## src/rtl/uart_wb_hub_pkg.sv

```systemverilog
// Shared types and constants for the UART Wishbone hub: FSM state encoding
// and the offsets of the hub-local registers.
package uart_wb_hub_pkg;

    typedef enum logic [1:0] {
        IDLE,
        FWD,
        RESP
    } hub_state_e;

    localparam int HUB_INT_PEND = 0;
    localparam int HUB_INT_MASK = 1;

endpackage

```

## src/rtl/uart_wb_hub_intc.sv

```systemverilog
// Interrupt aggregation for the hub: byte-lane writable INT_MASK (resets to all
// ones), combinational pending vector and a registered OR onto int_o.
module uart_wb_hub_intc #(
    parameter int N_CH   = 4,
    parameter int DATA_W = 8,
    localparam int SEL_W = DATA_W / 8
) (
    input  logic              clock,
    input  logic              rst,
    input  logic              mask_wr,
    input  logic [DATA_W-1:0] wr_dat,
    input  logic [SEL_W-1:0]  wr_sel,
    input  logic [N_CH-1:0]   ch_int_i,
    output logic [N_CH-1:0]   int_mask,
    output logic [N_CH-1:0]   int_pend,
    output logic              int_o
);

    // Mask bits beyond the data bus cannot be addressed, so they stay enabled.
    for (genvar i = 0; i < N_CH; i++) begin : g_mask
        if (i < DATA_W) begin : g_wr
            always_ff @(posedge clock) begin
                if (rst)
                    int_mask[i] <= 1'b1;
                else if (mask_wr && wr_sel[i/8])
                    int_mask[i] <= wr_dat[i];
            end
        end else begin : g_ro
            always_ff @(posedge clock) int_mask[i] <= 1'b1;
        end
    end

    assign int_pend = ch_int_i & int_mask;

    always_ff @(posedge clock) begin
        if (rst) int_o <= 1'b0;
        else     int_o <= |int_pend;
    end

endmodule

```

## src/rtl/uart_wb_hub.sv

```systemverilog
// uart_wb_hub: Wishbone classic fan-out from one master to N_CH UART slaves plus
// hub-local IRQ registers. Build macro UART_WB_HUB_TIMEOUT_EN adds the ack timeout.
module uart_wb_hub
    import uart_wb_hub_pkg::*;
#(
    parameter int N_CH    = 4,
    parameter int DATA_W  = 8,
    parameter int ADDR_W  = 3,
    parameter int TIMEOUT = 255,
    localparam int SEL_W  = DATA_W / 8,
    localparam int CH_W   = $clog2(N_CH + 1)
) (
    input  logic                     clock,
    input  logic                     WB_RST_I,
    input  logic [CH_W+ADDR_W-1:0]   WB_ADDR_I,
    input  logic [DATA_W-1:0]        WB_DAT_I,
    input  logic [SEL_W-1:0]         WB_SEL_I,
    input  logic                     WB_WE_I,
    input  logic                     WB_STB_I,
    input  logic                     WB_CYC_I,
    output logic [DATA_W-1:0]        WB_DAT_O,
    output logic                     WB_ACK_O,
    output logic                     WB_ERR_O,
    output logic                     INT_O,
    output logic [ADDR_W-1:0]        ch_adr_o,
    output logic [DATA_W-1:0]        ch_dat_o,
    output logic [SEL_W-1:0]         ch_sel_o,
    output logic                     ch_we_o,
    output logic [N_CH-1:0]          ch_cyc_o,
    output logic [N_CH-1:0]          ch_stb_o,
    input  logic [N_CH*DATA_W-1:0]   ch_dat_i,
    input  logic [N_CH-1:0]          ch_ack_i,
    input  logic [N_CH-1:0]          ch_int_i
);

    localparam logic [CH_W-1:0] HUB_SEL = CH_W'(N_CH);
    localparam int              RD_W    = (N_CH < DATA_W) ? N_CH : DATA_W;

    hub_state_e        state, state_n;
    logic [CH_W-1:0]   ch_q, req_ch;
    logic [ADDR_W-1:0] adr_q, req_off;
    logic [DATA_W-1:0] dat_q, rdata_q, ch_rd, local_rd;
    logic [SEL_W-1:0]  sel_q;
    logic              we_q, err_q;
    logic [N_CH-1:0]   ch_oh, int_mask, int_pend;
    logic              req, ack_hit, tmo, mask_wr;

    assign req               = WB_CYC_I & WB_STB_I;
    assign {req_ch, req_off} = WB_ADDR_I;
    assign ch_oh             = N_CH'(1) << ch_q;
    assign ack_hit           = |(ch_ack_i & ch_oh);
    assign mask_wr           = (state == IDLE) && req && (req_ch == HUB_SEL) && WB_WE_I
                               && (req_off == ADDR_W'(HUB_INT_MASK));

    always_comb begin
        ch_rd = '0;
        for (int k = 0; k < N_CH; k++)
            if (ch_q == CH_W'(k)) ch_rd = ch_dat_i[k*DATA_W +: DATA_W];
    end

    always_comb begin
        local_rd = '0;
        if (req_off == ADDR_W'(HUB_INT_PEND))      local_rd[RD_W-1:0] = int_pend[RD_W-1:0];
        else if (req_off == ADDR_W'(HUB_INT_MASK)) local_rd[RD_W-1:0] = int_mask[RD_W-1:0];
    end

`ifdef UART_WB_HUB_TIMEOUT_EN
    logic [15:0] tmo_cnt;
    always_ff @(posedge clock) begin
        if (WB_RST_I || state != FWD) tmo_cnt <= '0;
        else                          tmo_cnt <= tmo_cnt + 16'd1;
    end
    // Expiry is sampled on the last counted cycle so ERR lands in cycle TIMEOUT+1.
    assign tmo = (tmo_cnt == 16'(TIMEOUT - 1));
`else
    assign tmo = 1'b0;
`endif

    always_ff @(posedge clock) begin
        if (WB_RST_I) state <= IDLE;
        else          state <= state_n;
    end

    always_comb begin
        state_n = state;
        case (state)
            IDLE:    if (req) state_n = (req_ch < HUB_SEL) ? FWD : RESP;
            FWD:     if (!WB_CYC_I) state_n = IDLE;
                     else if (ack_hit || tmo) state_n = RESP;
            RESP:    state_n = IDLE;
            default: state_n = IDLE;
        endcase
    end

    always_ff @(posedge clock) begin
        if (WB_RST_I) begin
            ch_q    <= '0;
            adr_q   <= '0;
            dat_q   <= '0;
            sel_q   <= '0;
            we_q    <= 1'b0;
            err_q   <= 1'b0;
            rdata_q <= '0;
        end else begin
            case (state)
                IDLE: if (req) begin
                    ch_q    <= req_ch;
                    adr_q   <= req_off;
                    dat_q   <= WB_DAT_I;
                    sel_q   <= WB_SEL_I;
                    we_q    <= WB_WE_I;
                    err_q   <= (req_ch > HUB_SEL);
                    rdata_q <= local_rd;
                end
                // An ack coinciding with expiry wins over the timeout.
                FWD: if (ack_hit) begin
                    rdata_q <= ch_rd;
                    err_q   <= 1'b0;
                end else if (tmo) begin
                    err_q   <= 1'b1;
                end
                default: ;
            endcase
        end
    end

    assign ch_cyc_o = (state == FWD) ? ch_oh : '0;
    assign ch_stb_o = (state == FWD) ? ch_oh : '0;
    assign ch_adr_o = adr_q;
    assign ch_dat_o = dat_q;
    assign ch_sel_o = sel_q;
    assign ch_we_o  = we_q;
    assign WB_ACK_O = (state == RESP) && !err_q;
    assign WB_ERR_O = (state == RESP) && err_q;
    assign WB_DAT_O = WB_ACK_O ? rdata_q : '0;

    uart_wb_hub_intc #(
        .N_CH   (N_CH),
        .DATA_W (DATA_W)
    ) u_intc (
        .clock    (clock),
        .rst      (WB_RST_I),
        .mask_wr  (mask_wr),
        .wr_dat   (WB_DAT_I),
        .wr_sel   (WB_SEL_I),
        .ch_int_i (ch_int_i),
        .int_mask (int_mask),
        .int_pend (int_pend),
        .int_o    (INT_O)
    );

endmodule

```

## config.mk

```make
export PLATFORM = sky130hd
export DESIGN_NAME = uart_wb_hub
export DESIGN_NICKNAME = d
export VERILOG_FILES = /design/src/rtl/uart_wb_hub_pkg.sv /design/src/rtl/uart_wb_hub_intc.sv /design/src/rtl/uart_wb_hub.sv
export SDC_FILE = /design/constraint.sdc
export NUM_CORES = 1
export LEC_CHECK = 0
export ABC_AREA = 1
export BUFFER_PORTS_ARGS = -buffer_cell sky130_fd_sc_hd__buf_2
export CAP_MARGIN = 10
export CORE_MARGIN = 2
export CORE_UTILIZATION = 45
export DETAILED_ROUTE_END_ITERATION = 10
export GPL_TIMING_DRIVEN = 0
export HOLD_SLACK_MARGIN = 0.05
export MAX_ROUTING_LAYER = met4
export PLACE_DENSITY = 0.82
export RECOVER_POWER = 100
export SYNTH_ARGS = -nofsm -noshare
export SYNTH_HDL_FRONTEND = slang
export SYNTH_SLANG_ARGS = --single-unit
```

## constraint.sdc

```tcl
create_clock -name clock -period 1.3 [get_ports clock]
set_input_delay 0.195 -clock clock [delete_from_list [all_inputs] [get_ports clock]]
set_output_delay 0.195 -clock clock [all_outputs]
set_load 0.01 [all_outputs]
```

## Word-level counts from Yosys, hierarchy flattened

Cells that the tools add are included.

- $lt $le $gt $ge: 2
- Reduce and logical (&&, ||, !) cells: 17
- Equal/unequal tests: 10
- Shift operators: 1
- Bitwise operators: 3
- Muxes and demuxes: 19

Operator list:

| kind | number |
|---|---|
| $mux W8 | 7 |
| $pmux W8 S2 | 1 |
| $mux W4 | 3 |
| $and A4 B4 Y4 | 2 |
| $mux W2 | 4 |
| $reduce_or A4 Y1 | 2 |
| $logic_and A1 B1 Y1 | 7 |
| $eq A3 B1 Y1 const B | 2 |
| $eq A3 B2 Y1 const B | 2 |
| $logic_not A3 Y1 | 2 |
| $ne A2 B2 Y1 const B | 2 |
| $pmux W2 S2 | 1 |
| $reduce_and A2 Y1 | 2 |
| $shl A1 B3 Y4 const A | 1 |
| $eq A3 B3 Y1 const B | 1 |
| $gt A3 B3 Y1 const B | 1 |
| $lt A3 B3 Y1 const B | 1 |
| $ne A3 B3 Y1 const B | 1 |
| $reduce_and A3 Y1 | 1 |
| $eq A2 B1 Y1 const B | 1 |
| $eq A2 B2 Y1 const B | 1 |
| $logic_not A2 Y1 | 1 |
| $mux W1 | 2 |
| $pmux W1 S2 | 1 |
| other kinds (3) | 3 |

- Word-level logic and storage cells: 65
- Output and inout port bits: 32
- Input bits: 60
- Flip-flop bits (word level): 32

## Longest topological paths before layout

- Depth in word-level cells: 7
- Depth in mapped cells: 9
- Mapped depth without buffers: 9

## Cells and area by module

Synthesis repeated with hierarchy kept, for this count alone.

- Cells, all modules: 307
- Area, all modules: 1,856.8 sq um

Modules (own cells, without submodules):

| module | instances | area an instance (sq um) | sequential area each (sq um) | cells each |
|---|---|---|---|---|
| uart_wb_hub | 1 | 1,647.8 | 540.5 | 275 |
| uart_wb_hub_intc | 1 | 209.0 | 100.1 | 32 |

## Least setup slack after synthesis

Ideal clock, no wire load.

- Path type: register to output
- From: register state[0]
- To: output port ch_stb_o[0]
- Stages on the path, launching flop included: 5
- Required time: 1.105 ns
- Buffers on the path: 2
- Slack: -0.247 ns
- Data arrival time: 1.352 ns
- Cells stage by stage: dfxtp_1 > nand2_1 > clkbuf_1 > nor4_1 > buf_4

- Longest elaborated chain between the ends: 2

RTL lines:

| element | line | source |
|---|---|---|
| start: declaration | uart_wb_hub.sv:39 | `hub_state_e state, state_n;` |
| start signal: assignment | uart_wb_hub.sv:81 | `else state <= state_n;` |
| $eq A2 B1 Y1 | -- |  |
| $mux W4 | -- |  |
| end: declaration | uart_wb_hub.sv:30 | `output logic [N_CH-1:0] ch_stb_o,` |

No other way between the ends.

## Worst setup path in the final report

- From: register ch_q[0]
- To: output port ch_stb_o[2]

- Longest elaborated chain between the ends: 2

RTL lines:

| element | line | source |
|---|---|---|
| start: declaration | uart_wb_hub.sv:40 | `logic [CH_W-1:0] ch_q, req_ch;` |
| start signal: assignment | uart_wb_hub.sv:107 | `ch_q <= req_ch;` |
| $shl A1 B3 Y4 | uart_wb_hub.sv:50 | `assign ch_oh = N_CH'(1) << ch_q;` |
| $mux W4 | uart_wb_hub.sv:128 | `assign ch_stb_o = (state == FWD) ? ch_oh : '0;` |

No other way between the ends.

==> flow_summary.yaml <==
finish:
  fin_cells: 454
  final_nets: 465
  layout_common_cells: "72 x buf_2, 53 x nor2_1, 44 x nand2_1"
  area_growth_pct: 77.8
  antenna_cells: 0
  fin_util_pct: 84.7
  final_layout_size_suffix_gt1_share_pct: 49.3
  final_common_cell: "buf_2"
  fillCellCount: 204
  design_area_mm2: 0.00315
drt:
  drt-total-wl_um: 8020
  via_per_inst: 5.83
  drc_errors: 0
  avgRoutedWirePerCell_um: 17.7
  drtAntennaViolNets: 0
  first_pass_iters: 6
  via_count: 2648
  drt_iter0_markers: 255
run:
  max_cap_viol_count: 0
floorplanning:
  core-area_mm2: 0.00372
  die_w_um: 66.7
  rows: 22
  ios: 92
  die-area_mm2: 0.00445
  start_util_pct: 47.6
  die_y_um: 66.7
timing:
  worst_hold_slack_ns: 0.159
  fmax_mhz: 610
  slew_headroom_pct: 51.9
  fin_skew_ns: 0.00601
  maxSlewViolCount: 0
  setup_tns_ns: -8.11
  setup_viol: 49
  hold_violations: 0
  fin_crit_sh_pct: 126
  worst_slack_ns: -0.338
  rsz0062_at_grt: "true"
  tightestPinTransition_ns: 0.717
  final.min_clock_period_ns: 1.64
global_routing:
  antenna_found_initial: 0
  grt_pass1_vias: 2217
  grt_pass1_wl_um: 9860
  track_usage_pct: 29.7
  grt_max_degree: 12
  grt_overflow: 0
min_path:
  holdCritPathClass: "in -> reg"
clock_tree:
  clkTransAtPathRegs_ns: 0.08
  clockBufferDepth: 2
  clock-root-buffer: "clkbuf_8"
  insertion_delay_ns: 0.30
  cts_inserted_buffers: 5
  cts_sinks: 32
  htree_levels: 2
  cts_tree: "yes"
synth:
  synth-xor-area-share_pct: 0
  async_reset_ff_share_pct: 0
  synthCells: 277
  synthTopCellsByArea: "dfxtp_1 36%, nor2_1 16%, nand2_1 10%"
  synth_area_mm2: 0.00177
  yosysTopAreaCellShare_pct: 36.2
  muxShareOfSynthArea_pct: 0
  synth_top_family_by_area: "simple AND/OR/NAND/NOR gates"
  yosys.area_share.simple_pct: 45.9
  synth_adder_area_share_pct: 0
  seq_area_frac_synth_pct: 36.2
  synth_seq_cells: 32
  synth_ff_type: "dfxtp_1"
  syn_nets: 337
  synth_edf_count: 0
  synth.avg_cell_area_um2: 6.39
  synth_top_area_cell: "dfxtp_1"
  synth_cell_types: 28
  synth_warnings: 0
  synth-compound-area-share_pct: 9.33
setup_path:
  cp_max_fo: 6
  worstSetupStartpointType: "register"
  crit_required_ns: 1.11
  path_class: "reg -> out"
  worstPathArrival_ns: 1.44
  cp-end-kind: "primary output"
place:
  post-place-cells: 416
  place_area_mm2: 0.00233
  dp.final_hpwl_um: 3870
  port-buffer-count: 91
  place.gp.congestion: 0.864
pwr:
  p_leak_nw: 1.47
  ir_worst_vdd_v: 0.000927
  powerDensity_mw_per_mm2: 930
outcome:
  status: "finished with violations"
  violations: "negative setup slack"
timing repair:
item | CTS | global route
pin swaps | 12 | 44
cloned | 0 | 2
setup endpoints to repair | 46 | 49
hold buffers | 0 | 0
setup buffers | 18 | 12
gates resized for setup | 54 | 86
critical path, stage by stage (launching register included):
cell,delay [ns]
dfxtp_2,0.33
buf_6,0.14
buf_12,0.12
nor4_4,0.29
buf_4,0.17
buf_6,0.09
where the power goes:
| group | switching, mW | internal, mW |
|---|---|---|
| Combinational | 0.469 | 0.372 |
| Sequential | 0.0521 | 1.04 |
| Clock | 0.426 | 0.567 |
worst paths after layout:
| kind | startpoint | to | slack (ns) | cells after the start |
|---|---|---|---|---|
| hold / removal | WB_WE_I | ch_we_o$_SDFFE_PP0N_ | 0.16 | 3 |
| setup / recovery | ch_q[0]$_SDFFE_PP0N_ | ch_stb_o[2] | -0.34 | 5 |
| setup reg to reg | ch_q[0]$_SDFFE_PP0N_ | rdata_q[4]$_SDFFE_PP0P_ | -0.28 | 9 |
| hold reg to reg | ch_we_o$_SDFFE_PP0N_ | ch_we_o$_SDFFE_PP0N_ | 0.49 | 2 |
per-layer routing:
layer / share of wire, % / track usage, %
met5: 0 / -
met4: 6.3 / 10.2
met3: 10 / 5.07
met2: 48 / 51.2
met1: 36 / 34.9
cells in the mapped netlist, types with 2 or more instances:
library cell,instances
clkbuf_1,6
nand3_2,2
dfxtp_1,32
nand3_1,30
a31oi_1,2
o211ai_1,2
nor2_2,2
nand2_1,49
nor2_1,77
inv_1,15
nor3_1,4
buf_2,3
nor4_1,2
o21ai_0,16
nand4_1,11
buf_4,6
nand2_2,2
a21oi_1,4
inv_2,2
or2_2,2
cell families (layout without fill, tap and decap cells):
group                  Yosys count  after routing
buffers and inverters           33            162
AND/OR/NAND/NOR                184            184
AO/OA/AOI/OAI                   28             28
flip-flops                      32             32
final cells by class:
type                    instances  area [µm²]  share of cell area, %
multi-input cells             212        1280                   40.7
repair buffers                122         793                   25.2
flip-flops and latches         32         654                   20.8
plain buffers                  14         159                   5.05
inverters                      18        90.1                   2.86
clock buffers                   5        68.8                   2.19
well taps                      48        60.1                   1.91
clock inverters                 3        42.5                   1.35
registers in the layout (all words and copies together), names as in the netlist:
register and count:
ch_adr_o 3, ch_dat_o 8, err_q 1, state 2
rdata_q 8, u_intc.int_mask 4, ch_sel_o 1, ch_we_o 1
ch_q 3, u_intc.int_o 1
metrics by stage:
step	total power, mW	worst slack (ns)
after floorplan	1.42	-0.0240
after global placement	1.61	-0.214
after detailed placement	1.62	-0.236
after CTS	2.68	-0.269
after global routing	3.00	-0.379
final	2.93	-0.338
Power figures use the tool's default switching activity.
